<file path="src/rtl/bcd_score_tracker.sv">
// BCD score tracker: tick-driven score with bonus adds, saturation,
// high-score capture at game over and a display mux.
module bcd_score_tracker #(
    parameter int DIGITS   = 3,
    parameter int TICK_DIV = 25_000_000
) (
    input  logic                clk,
    input  logic                reset_n,
    input  logic                alive,
    input  logic                pause,
    input  logic                bonus_valid,
    input  logic [3:0]          bonus_amt,
    input  logic                clear_high,
    input  logic                show_high,
    output logic [4*DIGITS-1:0] score_bcd,
    output logic [4*DIGITS-1:0] high_bcd,
    output logic [4*DIGITS-1:0] disp_bcd,
    output logic                tick,
    output logic                new_high,
    output logic                saturated,
    output logic [1:0]          state
);

    localparam int W  = 4 * DIGITS;
    localparam int DW = $clog2(TICK_DIV);
    localparam logic [DW-1:0] DIV_MAX = DW'(TICK_DIV - 1);
    localparam logic [W-1:0]  ALL9    = {DIGITS{4'h9}};

    typedef enum logic [1:0] {
        IDLE = 2'd0,
        RUN  = 2'd1,
        OVER = 2'd2
    } state_t;

    state_t        cur, nxt;
    logic [DW-1:0] div_q, div_d;
    logic [W-1:0]  score_q, score_d;
    logic [W-1:0]  high_q, high_d;
    logic [W-1:0]  sum;
    logic          new_high_q, new_high_d;
    logic          sat_q, sat_d;
    logic          upd;
    logic [3:0]    bonus;
    logic [4:0]    inc;
    logic [4:0]    dsum;
    logic          carry;

    always_comb begin
        nxt = cur;
        unique case (cur)
            IDLE:    if (alive)  nxt = RUN;
            RUN:     if (!alive) nxt = OVER;
            OVER:    if (alive)  nxt = RUN;
            default: nxt = IDLE;
        endcase
    end

    assign tick  = (cur == RUN) && !pause && (div_q == DIV_MAX);
    assign bonus = (bonus_amt > 4'd9) ? 4'd9 : bonus_amt;
    assign inc   = {4'b0, tick} + (bonus_valid ? {1'b0, bonus} : 5'd0);

    // Increment is at most 10, so the carry into each digit is at most 1.
    always_comb begin
        sum   = score_q;
        carry = 1'b0;
        dsum  = '0;
        for (int i = 0; i < DIGITS; i++) begin
            dsum = {1'b0, score_q[4*i +: 4]} + ((i == 0) ? inc : {4'b0, carry});
            if (dsum > 5'd9) begin
                sum[4*i +: 4] = 4'(dsum - 5'd10);
                carry         = 1'b1;
            end else begin
                sum[4*i +: 4] = dsum[3:0];
                carry         = 1'b0;
            end
        end
        if (carry) sum = ALL9;
    end

    always_comb begin
        score_d = score_q;
        div_d   = '0;
        upd     = 1'b0;
        if (cur == RUN) begin
            score_d = sum;
            if (pause)     div_d = div_q;
            else if (tick) div_d = '0;
            else           div_d = div_q + DW'(1);
            upd = !alive && (sum > high_q);
        end else if (alive) begin
            score_d = '0;
        end
        high_d     = clear_high ? '0 : (upd ? sum : high_q);
        new_high_d = upd && !clear_high;
        sat_d      = (score_d == ALL9);
    end

    always_ff @(posedge clk or negedge reset_n) begin
        if (!reset_n) begin
            cur        <= IDLE;
            div_q      <= '0;
            score_q    <= '0;
            high_q     <= '0;
            new_high_q <= 1'b0;
            sat_q      <= 1'b0;
        end else begin
            cur        <= nxt;
            div_q      <= div_d;
            score_q    <= score_d;
            high_q     <= high_d;
            new_high_q <= new_high_d;
            sat_q      <= sat_d;
        end
    end

    assign score_bcd = score_q;
    assign high_bcd  = high_q;
    assign disp_bcd  = show_high ? high_q : score_q;
    assign new_high  = new_high_q;
    assign saturated = sat_q;
    assign state     = cur;

endmodule

</file>
<file path="config.mk">
export PLATFORM = sky130hd
export DESIGN_NAME = bcd_score_tracker
export DESIGN_NICKNAME = d
export VERILOG_FILES = /design/src/rtl/bcd_score_tracker.sv
export SDC_FILE = /design/constraint.sdc
export NUM_CORES = 1
export LEC_CHECK = 0
export BUFFER_PORTS_ARGS = -buffer_cell sky130_fd_sc_hd__clkbuf_2
export CORE_ASPECT_RATIO = 1.75
export CORE_MARGIN = 1
export CORE_UTILIZATION = 53
export CTS_CLUSTER_SIZE = 12
export DETAILED_ROUTE_END_ITERATION = 10
export PLACE_DENSITY_LB_ADDON = 0.3
export SYNTH_ARGS = -nofsm -noshare
export SYNTH_HDL_FRONTEND = slang
export SYNTH_SLANG_ARGS = --single-unit
</file>
<file path="constraint.sdc">
create_clock -name clk -period 6.4 [get_ports clk]
set_input_delay 1.28 -clock clk [delete_from_list [all_inputs] [get_ports clk]]
set_output_delay 1.28 -clock clk [all_outputs]
set_load 0.01 [all_outputs]
</file>
==> results.json <==
{
  "power_density_nw_per_um2": 353,
  "syn_area_um2": 3840,
  "initial_core_util_pct": 55.2,
  "crit_path_frequent_cell": "ha_4",
  "place_ws_ns": -0.668,
  "drive_gt1_share_pct": 41.1,
  "vias": 3990,
  "min_path_type": "reg -> reg",
  "cap_violations": 0,
  "finClkSkew_ns": 0.0103,
  "yosysSeqAreaShare_pct": 34.5,
  "ctsRootBufferMaster": "clkbuf_16",
  "drc": 0,
  "synth_common_cells": "dfrtp_1 (53), nand2_1 (44), o21ai_0 (35), inv_1 (28), nand3_1 (27)",
  "clkTransAtPathRegs_ns": 0.07,
  "post-route-period-util_pct": 103,
  "report.final.slew_viol_count": 0,
  "worst_path_max_delay_cell": "fa_2",
  "hpwl_um": 8240,
  "ant_nets": 0,
  "syn_nets": 466,
  "end_kind": "register",
  "clock_latency_ns": 0.29,
  "drt-initial-drc-count": 248,
  "numCtsBuffers": 5,
  "grt_overflow_total": 0,
  "n_antenna_cell": 0,
  "rsz0062_at_grt": "yes",
  "ys_ff_latch": 53,
  "wl_um": 11900,
  "setup_slack_ns": -0.179,
  "utilization_pct": 74.9,
  "first_pass_iters": 4,
  "gp_congestion": 0.922,
  "synth_most_common_cell": "dfrtp_1",
  "io_buffers": 51,
  "wl_per_cell_um": 18.5,
  "ir_worst_vdd_v": 0.000317,
  "ys_warn_count": 0,
  "worst_pin_slew_ns": 1.10,
  "path_class": "in -> reg",
  "nNetsFinal": 597,
  "yosys.area.top_type": "dfrtp_1",
  "die_h_um": 115,
  "finalHoldViolCount": 0,
  "synth_edf_count": 0,
  "ys.flop_type": "dfrtp_1",
  "core_um2": 6960,
  "maxSlewHeadroom_pct": 26.0,
  "io_pins": 52,
  "fmax_ghz": 0.152,
  "cp-start-kind": "input pin",
  "die_w_um": 66.3,
  "status": "finished, violations left",
  "worstPathArrival_ns": 6.74,
  "grt_max_degree": 54,
  "crit_required_ns": 6.56,
  "rows": 40,
  "dieArea_um2": 7600,
  "clk_path_buf_depth": 2,
  "synth_area_leaders": "dfrtp_1 (35%), ha_1 (6.8%), o21ai_0 (4.6%)",
  "synth_top_cell_area_share_pct": 34.5,
  "min_period_ns": 6.58,
  "grt_usage_pct": 32.1,
  "area_growth_pct": 35.8,
  "slowest_delay_ns": 0.52,
  "grt_pass1_wl_um": 18300,
  "setup_viol": 12,
  "cts_sinks": 53,
  "synth_cells": 432,
  "grt_pass1_vias": 3814,
  "antenna_found_initial": 0,
  "async_flop_share_pct": 100,
  "cts_tree": "built",
  "violations": "setup timing",
  "cts.htree.levels": 2,
  "synth_cell_types": 69,
  "ctsHoldBuffers": 0,
  "avgSynthCellArea_um2": 8.89,
  "path_max_fanout": 7,
  "via_per_inst": 6.18,
  "leakagePower_nw": 2.49
}
[layout make-up]
type	instances	area [µm²]
fillers	470	1740
clock buffers	5	125
repair buffers	144	992
multi-input cells	331	2550
flip-flops and latches	53	1330
inverters	28	105
well taps	84	105
clock inverters	1	5.00
[logic make-up (layout without fill, tap and decap cells)]
group,after synthesis,in the layout,synth area share [%]
flops,53,53,34.5
compound gates,126,126,20.9
fa+ha+maj,23,23,7.89
mux,14,14,4.04
xor+xnor,9,9,2.05
buf+inv,48,178,6.35
simple gates,159,159,24.3
[flip-flops by register name, indices dropped and copies added (netlist names)]
register,cells
high_bcd,12
new_high,1
saturated,1
div_q,25
state,2
score_bcd,12
[worst max-delay path: cells and delay by family]
kind / cells / cell delay, ns
adder cells (fa/ha/maj): 7 / 1.83
AND/OR/NAND/NOR: 7 / 1.10
buffers and inverters: 5 / 0.43
AO/OA/AOI/OAI: 11 / 2.11
[worst paths after layout]
check | cells after the start | startpoint | endpoint | slack [ns]
max | 30 | bonus_amt[2] | high_bcd[6] | -0.18
min reg2reg | 1 | div_q[10] | div_q[10] | 0.50
max reg2reg | 30 | div_q[8] | high_bcd[6] | -0.12
min | 1 | div_q[10] | div_q[10] | 0.50
min in group asynchronous | 2 | reset_n | high_bcd[9] | 1.13
max in group asynchronous | 2 | reset_n | div_q[6] | 4.80
[placed cells by master (no fill, tap or decap), drive strengths merged, types with 4 or more instances in the layout]
cell type and n:
a211oi 5, a21oi 23, a31oi 10, and2 7
and3 6, buf 94, clkbuf 55, dfrtp 53
ha 21, inv 28, mux2 12, nand2 45
nand2b 4, nand3 27, nand4 10, nor2 18
nor2b 4, nor3 10, o211ai 5, o21ai 58
o31ai 4, or2 5, xnor2 4, xor2 5
[routing by layer]
layer / GRT usage, % / vias to the layer above / part of all wire (%)
met5: 0 / - / 0
met4: 19.4 / 0 / 6.0
met3: 5.88 / 60 / 5.1
met2: 58.4 / 187 / 54
met1: 32.6 / 1911 / 34
li1: - / 1832 / -
[metrics by stage]
step	hold WS, ns	power [mW]	instance area, µm²	instances	TNS, ns
floorplan	0.447	0.931	3970	432	-2.18
global placement	0.479	1.25	4690	610	-4.98
detailed placement	0.481	1.28	4690	610	-7.92
CTS	0.493	1.71	5080	640	-0.404
global route	0.510	1.94	5210	646	-4.39
finish	0.498	1.84	5210	646	-1.63
[where the power goes]
| group | switching [mW] | internal, mW | total [mW] | leakage [nW] |
|---|---|---|---|---|
| sequential | 0.0451 | 0.364 | 0.409 | 0.732 |
| clock | 0.117 | 0.140 | 0.257 | 0.0655 |
| combinational | 0.588 | 0.588 | 1.18 | 1.69 |
[timing repair]
action / 4_1_cts / 5_1_grt
endpoints found under the setup margin: 13 / 13
setup buffers: 24 / 6
pin swaps: 24 / 9
resized for setup: 17 / 17
No activity file was read; power rests on OpenSTA's default activity.
